$ cat src/rtl/gene_net.sv
// gene_net: 8-gene boolean network that iterates from a seed, with a saturating step count.
// A change on x_in reseeds the trajectory; otherwise the state advances by f() every edge.
module gene_net (
  input  logic       clk,
  input  logic       rst_n,
  input  logic [7:0] x_in,
  output logic [7:0] x_out,
  output logic       fixed_pt,
  output logic [7:0] steps
);
  logic [7:0] state_q, state_d, seed_q, seed_d, steps_q, steps_d, f;
  logic       load;
  assign f = {state_q[6] & state_q[2] & ~state_q[0],
              state_q[1],
              (state_q[2] & ~state_q[0]) | (state_q[7] & ~state_q[6]),
              state_q[4] | state_q[0],
              ~state_q[6] & (state_q[3] | state_q[7]),
              state_q[5] & ~state_q[6] & ~state_q[2],
              state_q[6],
              state_q[0]};
  always_comb begin
    load    = x_in != seed_q;
    seed_d  = load ? x_in : seed_q;
    state_d = load ? x_in : f;
    steps_d = load ? 8'd0 : (f != state_q && steps_q != 8'hFF) ? steps_q + 8'd1 : steps_q;
  end
  always_ff @(posedge clk or negedge rst_n) begin
    if (!rst_n) begin
      state_q <= 8'h00;
      seed_q  <= 8'h00;
      steps_q <= 8'h00;
    end else begin
      state_q <= state_d;
      seed_q  <= seed_d;
      steps_q <= steps_d;
    end
  end
  assign x_out    = state_q;
  assign steps    = steps_q;
  assign fixed_pt = f == state_q;
endmodule

$ cat config.mk
export PLATFORM = sky130hd
export DESIGN_NAME = gene_net
export DESIGN_NICKNAME = d
export VERILOG_FILES = /design/src/rtl/gene_net.sv
export SDC_FILE = /design/constraint.sdc
export NUM_CORES = 1
export LEC_CHECK = 0
export BUFFER_PORTS_ARGS = -buffer_cell sky130_fd_sc_hd__buf_2
export CAP_MARGIN = 20
export CORE_MARGIN = 2
export CORE_UTILIZATION = 50
export DETAILED_ROUTE_END_ITERATION = 12
export GPL_TIMING_DRIVEN = 0
export PLACE_DENSITY = 0.82
export SKIP_CTS_REPAIR_TIMING = 1
export SYNTH_ARGS = -nofsm -noshare
export SYNTH_HDL_FRONTEND = slang
export SYNTH_SLANG_ARGS = --single-unit
$ cat constraint.sdc
create_clock -name clk -period 2 [get_ports clk]
set_clock_uncertainty 0.05 [all_clocks]
set_input_delay 0.5 -clock clk [delete_from_list [all_inputs] [get_ports clk]]
set_output_delay 0.5 -clock clk [all_outputs]
set_load 0.03 [all_outputs]
Yosys cells after proc, flatten, opt, wreduce, memory -nomap -nowiden
Index checks and enable logic that the tools add are counted.

cells by class
  add/sub/neg operators = 1
  multipliers = 0
  divide/modulo/power cells = 0
  magnitude comparators = 0
  eq/ne operators = 4
  shift operators = 0
  multiplexer cells = 3
  bitwise logic cells = 13
  reductions and logical operators = 2

operators by type and width
  cell                                                           number
  8-bit two-way mux                                              3
  8-bit by 1-bit adder with 8-bit output, second input constant  1
  8-bit inequality test                                          1
  8-bit inequality test, second input constant                   1
  1-bit AND                                                      7
  7-bit == test                                                  1
  7-bit inequality test                                          1
  1-bit NOT                                                      3
  1-bit OR                                                       3
  2-bit nonzero test                                             1
  1-bit logical AND                                              1

word-level totals
  bits in registers = 24
  latch bits = 0
  RAM bits = 0
  ROM bits = 0
  input bits = 10
  output and inout bits = 17
  logic and storage cells = 27
  memories = 0

Logic depth before layout (Yosys ltp)
Gate-level depths: netlist of the first run.

  depth after elaboration = 7
  mapped depth = 6
  depth with buffers taken out = 5

Least setup slack after synthesis of the first run
Ideal clock, no wire load.

  path kind = input-to-reg
  start point = in x_in[0]
  end point = reg state_q[6], in the netlist x_out[6]
  library setup time = 0.125 ns
  arrival time = 1.634 ns
  data required time = 1.825 ns
  slack = 0.191 ns
  cell stages on the path = 5
  buffers on the path = 1
  cell sequence = xor2_1 > nor4_2 > nand2_2 > buf_6 > mux2_4

between the ends
  word-level cells in the longest chain between the ends = 2

ends and longest elaborated chain
  what                   line  RTL
  start, declared        6     input logic [7:0] x_in,
  8-bit inequality test  22    load = x_in != seed_q;
  8-bit two-way mux      24    state_d = load ? x_in : f;
  named net state_d[6]   11    logic [7:0] state_q, state_d, seed_q, seed_d, steps_q, steps_d, f;
  end signal, assigned   33    state_q <= state_d;
  end, declared          11

The timed path passes the listed nets, and every way through them passes these cells.
A chain may end at the register's enable or synchronous reset.

Final worst setup path of the first run
  start point = reg state_q[1], in the netlist x_out[1]
  end point = out fixed_pt

between the ends
  word-level cells in the longest chain between the ends = 1

ends and longest elaborated chain
  what           line  RTL
  7-bit == test  40    assign fixed_pt = f == state_q;
  end, declared  8     output logic fixed_pt,

Every way passes these cells.

==> impl_metrics.ini, run 1 <==
[outcome]
status = finished with violations
failed_checks = setup timing

[route]
drtAntennaViolNets = 0
routed_via_density = 5.29
drtPass1Iterations = 4
drt_wl_total_um = 2230
via_count = 884
drcViolationCount = 0
drtIter0Drc = 8
routedWlPerCell_um = 13.4

[sta]
setup_tns_ps = -66.7
rsz0062_at_grt = true
worst_pin_slew_ps = 509
setup_violations = 1
slew_viol_final = 0
period_share_pct = 103
slew-limit-headroom_pct = 66.1
fmax_mhz = 484
hold_violations = 0
finalCriticalPeriod_ps = 2070
fin_ws_ps = -66.7

[power_and_ir_drop]
ir_drop_mv = 0.353
leakage_nw = 0.631
p_per_area_mw_per_mm2 = 593

[critical_path]
critical_path_required_ps = 1450
start_kind = flop
endpoint_kind = output port
r2r_slack_ps = 90
critical_path_class = reg -> out
crit_arrival_ps = 1520
crit_fanout = 6

[global_routing]
grt_pass1_vias = 876
grt_max_degree = 24
antenna_found_initial = 0
grt_pass1_wl_um = 3730
overflow = 0
globalRouteTotalUtil_pct = 18.8

[die]
fp.dieH_um = 51.0
rows = 17
initial_core_util_pct = 51.5
pin_count = 27
core_mm2 = 0.00215
die_w_um = 51.0
die-area_mm2 = 0.00260

[cts]
cts_root_buf = clkbuf_4
path_clk_slew_ps = 120
cts_sinks = 23
cts_max_path_buffers = 2
cts_tree = built
insertion_delay_ps = 300
cts_inserted_buffers = 3
htree_levels = 1

[min_path]
holdCritPathClass = in -> async

[place]
routabilityCongestion = 0.759
port_buffers = 26
dp_hpwl_um = 1620
place_area_mm2 = 0.00127
pre_cts_slack_ps = -135

[layout]
drive_above_1_share_pct = 38.8
syn2layout_area_growth_pct = 23.9
stdcell_area_mm2 = 0.00137
layout_common_cells = buf_2 (25), dfrtp_1 (22), a21oi_1 (9), clkbuf_1 (9)
nets = 151
nFillCells = 204
antenna_cells = 0
layout_commonest_cell = buf_2

[logic_synthesis]
synth_ff_type = dfrtp_1
synthesis.nets = 113
yosysTopAreaCellShare_pct = 52.0
yosys_warnings = 0
async_flop_share_pct = 100
synth.largest_area_cell = dfrtp_1
yosysSeqAreaShare_pct = 52.0
synth_area_per_cell_um2 = 10.8
postSynthCellCount = 102
synth_edf_count = 0
synth-seq-cells = 23
yosysUniqueCellTypes = 34
synthesis.area_mm2 = 0.00111
synth_area_leaders = dfrtp_1 (52%), xor2_1 (6.3%), a21oi_1 (4.1%), mux2_2 (4.1%), o31ai_1 (3.4%)

[job]
cap_violations = 0
==> state kept, by name, indices dropped and copies added, names as in the netlist <==
register	count
seed_q	8
steps	8
x_out	7
==> final cells by class <==
cell class / instances / area, um2 / area share [%]
Sequential cell: 23 / 577 / 42.1
Timing Repair Buffer: 33 / 189 / 13.8
Inverter: 4 / 15.0 / 1.10
Multi-Input combinational cell: 63 / 463 / 33.8
Buffer: 12 / 63.8 / 4.66
Clock buffer: 3 / 22.5 / 1.64
Clock inverter: 1 / 5.00 / 0.365
Tap cell: 28 / 35.0 / 2.56
==> final timing paths <==
| check | cells after the start | to | start |
|---|---|---|---|
| setup / recovery | 5 | fixed_pt | x_out[1] |
| hold / removal | 1 | steps[5] | rst_n |
| setup reg to reg | 5 | x_out[6] | seed_q[0] |
| hold reg to reg | 1 | steps[6] | steps[6] |
| max in group asynchronous | 1 | x_out[6] | rst_n |
| min in group clk | 2 | seed_q[0] | x_in[0] |
==> through the flow <==
stage          hold WS, ps  util (%)  power [W]  instances
4_1_cts                112      60.5   0.000810        160
6_report              93.7      63.8   0.000812        167
3_3_place_gp           442      59.2   0.000597        156
2_1_floorplan          154         -   0.000560        102
5_1_grt                115      63.8   0.000850        167
3_5_place_dp           453      59.2   0.000601        156
==> synthesized netlist by cell type, types with 2 or more instances <==
cell type and count:
nor3_1 2, or4_1 2, dfrtp_1 23, inv_1 3
nand2_1 4, a21oi_1 9, nor2_1 3, mux2_2 4
o21ai_0 2, clkbuf_1 9, xor2_1 8, nand3_1 2
o31ai_1 5, or3_1 5, nor4_2 2
==> critical path: stages (launching register included) <==
cell,delay [ps]
dfrtp_1,440
and3b_1,210
o221ai_2,200
inv_2,110
buf_6,130
buf_6,130
==> power breakdown <==
group | total, W | switching [W] | internal (W)
registers | 0.000494 | 0.0000132 | 0.000481
clock network | 0.000208 | 0.000133 | 0.0000745
logic | 0.000110 | 0.0000641 | 0.0000454
total | 0.000812 | 0.000211 | 0.000601
==> logic make-up after synthesis <==
family          share of synthesized area (%)
simple gates                             15.0
flops                                    52.0
compound gates                           13.5
buf+inv                                  6.56
xor+xnor                                 6.34
mux                                      5.43
fa+ha+maj                                1.13
==> layer usage <==
layer	routed length (um)	global-route usage (%)	share of wire, %	vias up
met1	955	23.4	43	429
met3	132	4.39	5.9	0
met4	0	4.50	0	0
met5	0	0	0	-
li1	-	-	-	430
met2	1140	32.7	51	25
(Power assumes the default switching activity.)
==> run 2: changes to the inputs <==
CELL_PAD_IN_SITES_DETAIL_PLACEMENT = 1   (was default)
CELL_PAD_IN_SITES_GLOBAL_PLACEMENT = 1   (was default)
CORE_UTILIZATION = 40   (was 50)
PLACE_DENSITY = 0.85   (was 0.82)
==> run 2 against run 1 <==
  * The run still ends with setup timing left
  * Core utilization fell by 11 points
  * Hold slack got worse by 4.0 ps
  * Die area rose by 23%
  * Non-clock buffer count rose by 3
  * Combinational power rose by 14%
  * Maximum frequency fell by 1.2%
==> impl_metrics.ini, run 2 (synthesis gave the netlist of run 1 again) <==
[place]
dp_hpwl_um = 1890
port_buffers = 26
routabilityCongestion = 0.832

[die]
die-area_mm2 = 0.00320
pin_count = 27
rows = 19
initial_core_util_pct = 41.2
core_mm2 = 0.00269
fp.dieH_um = 56.6
die_w_um = 56.6

[cts]
cts_max_path_buffers = 2
htree_levels = 1
cts_inserted_buffers = 3
cts_sinks = 23
insertion_delay_ps = 320
cts_tree = built
cts_root_buf = clkbuf_4
path_clk_slew_ps = 120

[power_and_ir_drop]
ir_drop_mv = 0.396
leakage_nw = 0.651
p_per_area_mw_per_mm2 = 586

[critical_path]
critical_path_class = reg -> out
critical_path_required_ps = 1450
start_kind = flop
crit_arrival_ps = 1540
crit_fanout = 5
endpoint_kind = output port

[layout]
antenna_cells = 0
drive_above_1_share_pct = 40.8
nets = 154
nFillCells = 311
layout_commonest_cell = buf_2
syn2layout_area_growth_pct = 29.0
layout_common_cells = buf_2 (25), dfrtp_1 (22), buf_4 (11)

[sta]
setup_violations = 1
slew-limit-headroom_pct = 65.5
worst_pin_slew_ps = 517
whs_ps = 89.7
hold_violations = 0
slew_viol_final = 0
finalCriticalPeriod_ps = 2090
period_share_pct = 105
fin_ws_ps = -92.1
setup_tns_ps = -92.1
fmax_mhz = 478
rsz0062_at_grt = true

[job]
cap_violations = 0

[global_routing]
grt_pass1_vias = 1009
grt_pass1_wl_um = 4370
antenna_found_initial = 0
overflow = 0
globalRouteTotalUtil_pct = 17.8
grt_max_degree = 24

[route]
via_count = 936
drt_wl_total_um = 2880
routedWlPerCell_um = 16.6
drtAntennaViolNets = 0
drcViolationCount = 0
routed_via_density = 5.41
drtPass1Iterations = 4
drtIter0Drc = 7

[outcome]
status = finished with violations
failed_checks = setup timing

[min_path]
holdCritPathClass = in -> async
## run 2: critical path, stage by stage (launching register included)
cell and delay [ps]:
dfrtp_2 460, nor2_1 270, o221ai_4 170, inv_2 90
buf_6 110, buf_6 120
## run 2: metrics by stage
step	power (W)	utilization (%)	setup WS (ps)	instance area [um2]	instances
3_5_place_dp	0.000603	47.5	-163	1270	159
4_1_cts	0.000825	48.4	-335	1300	163
5_1_grt	0.000882	53.1	-164	1430	173
2_1_floorplan	0.000560	-	191	1110	102
6_report	0.000836	53.1	-92.1	1430	173
3_3_place_gp	0.000598	47.5	-79.0	1270	159
## run 2: final timing paths
check                                  to  slack [ps]  cells after the start  startpoint
worst max-delay path             fixed_pt         -90                      5    x_out[6]
worst min register to register   steps[6]         520                      1    steps[6]
worst max register to register   steps[5]         130                      6    x_out[6]
min in group clk                seed_q[7]         350                      2     x_in[7]
max in group asynchronous        x_out[6]        1440                      1       rst_n
worst min-delay path             x_out[7]          90                      1       rst_n
## run 2: routing by layer
| layer | GRT usage [%] | wire (um) |
|---|---|---|
| met5 | 0 | 0 |
| met1 | 20.2 | 1180 |
| met4 | 8.84 | 83 |
| met2 | 31.6 | 1490 |
| met3 | 3.23 | 127 |
## run 2: where the power goes
part / internal [W] / total, W / switching (W) / leakage, nW
clock network: 0.0000781 / 0.000216 / 0.000138 / 0.0150
registers: 0.000481 / 0.000495 / 0.0000142 / 0.286
logic: 0.0000494 / 0.000125 / 0.0000754 / 0.350
total: 0.000609 / 0.000836 / 0.000227 / 0.651
## run 2: cell type report
class / instances / area (um2) / share of cell area (%)
inverters: 4 / 15.0 / 1.05
repair buffers: 36 / 211 / 14.8
well taps: 31 / 38.8 / 2.72
plain buffers: 12 / 65.1 / 4.56
clock buffers: 4 / 26.3 / 1.84
flip-flops and latches: 23 / 577 / 40.4
multi-input cells: 63 / 493 / 34.6
==> run 3: changes to the inputs <==
PLACE_DENSITY = default   (was 0.85)
PLACE_DENSITY_LB_ADDON = 0.12   (was default)
SLEW_MARGIN = 20   (was default)
==> run 3 against run 2 <==
  * Largest cell class unchanged
  * Non-clock buffer count up 3
  * Global-route usage down 0.54 points
  * Maximum frequency up 2.5%
  * Hold slack better by 12 ps
  * First-iteration DRC count up 57%
  * Critical path depth unchanged
  * The run still ends with setup timing left
  * Sequential share of layout area down 0.46 points
==> impl_metrics.ini, run 3 (synthesis gave the netlist of run 1 again) <==
[layout]
drive_above_1_share_pct = 43.4
syn2layout_area_growth_pct = 31.0
layout_common_cells = buf_2 (25), dfrtp_1 (20), buf_4 (14)
antenna_cells = 0
nets = 157
layout_commonest_cell = buf_2

[die]
core_mm2 = 0.00269
pin_count = 27
fp.dieH_um = 56.6
die_w_um = 56.6
rows = 19
die-area_mm2 = 0.00320
initial_core_util_pct = 41.2

[sta]
slew-limit-headroom_pct = 63.7
fin_ws_ps = -40.9
finalCriticalPeriod_ps = 2040
period_share_pct = 102
rsz0062_at_grt = true
whs_ps = 102
hold_violations = 0
worst_pin_slew_ps = 544
setup_violations = 1
slew_viol_final = 0
fmax_mhz = 490

[power_and_ir_drop]
p_per_area_mw_per_mm2 = 576
leakage_nw = 0.668
finalPower_w = 0.000835
ir_drop_mv = 0.405

[job]
cap_violations = 0

[global_routing]
grt_pass1_vias = 952
grt_max_degree = 24
antenna_found_initial = 0
globalRouteTotalUtil_pct = 17.2
overflow = 0
grt_pass1_wl_um = 4330

[route]
drtAntennaViolNets = 0
routedWlPerCell_um = 14.8
drcViolationCount = 0
drtPass1Iterations = 4
drt_wl_total_um = 2600
via_count = 925
routed_via_density = 5.26
drtIter0Drc = 11

[place]
routabilityCongestion = 0.763
dp_hpwl_um = 1830
port_buffers = 26
pre_cts_slack_ps = -106

[cts]
htree_levels = 1
cts_root_buf = clkbuf_4
cts_inserted_buffers = 3
cts_tree = built
insertion_delay_ps = 310
path_clk_slew_ps = 130
cts_max_path_buffers = 2
cts_sinks = 23

[outcome]
failed_checks = setup timing
status = finished with violations

[critical_path]
critical_path_class = reg -> out
start_kind = flop
crit_fanout = 7
crit_arrival_ps = 1490
endpoint_kind = output port
critical_path_required_ps = 1450

[min_path]
holdCritPathClass = in -> async
[run 3: path summary, 6_finish.rpt]
path	to	from	slack [ps]	depth (start not counted)
setup / recovery	fixed_pt	x_out[1]	-40	5
hold / removal	steps[5]	rst_n	100	1
setup reg to reg	x_out[6]	seed_q[0]	140	5
hold reg to reg	steps[6]	steps[6]	520	1
max in group asynchronous	x_out[2]	rst_n	1400	1
min in group clk	seed_q[0]	x_in[0]	340	2
[run 3: where the power goes]
group / internal, W / total (W) / switching [W]
clock: 0.0000747 / 0.000217 / 0.000142
combinational: 0.0000519 / 0.000123 / 0.0000712
sequential: 0.000482 / 0.000495 / 0.0000137
[run 3: critical path, stage by stage, from the launching register on]
cell	delay, ps
dfrtp_1	430
and3b_1	220
o221ai_4	170
inv_2	90
buf_6	140
buf_6	130
[run 3: area by class of cell]
type / instances / area [um2]
Buffer: 12 / 65.1
Clock buffer: 3 / 22.5
Clock inverter: 1 / 5.00
Fill cell: 323 / 1240
Inverter: 4 / 15.0
Multi-Input combinational cell: 63 / 489
Sequential cell: 23 / 579
Tap cell: 31 / 38.8
Timing Repair Buffer: 39 / 234
[run 3: layer usage]
layer	part of all wire [%]	track usage, %	vias up
li1	-	-	443
met1	42	21.1	463
met2	54	30.6	17
met3	3.5	2.53	2
met4	0.85	6.12	0
met5	0	0	-
[run 3: through the flow]
stage          area, um2  cells  utilization, %  TNS [ps]
3_5_place_dp        1270    159            47.5      -124
6_report            1450    176            53.9     -40.9
4_1_cts             1300    163            48.5      -365
5_1_grt             1450    176            53.9      -147
2_1_floorplan       1110    102               -         0
3_3_place_gp        1270    159            47.5      -118
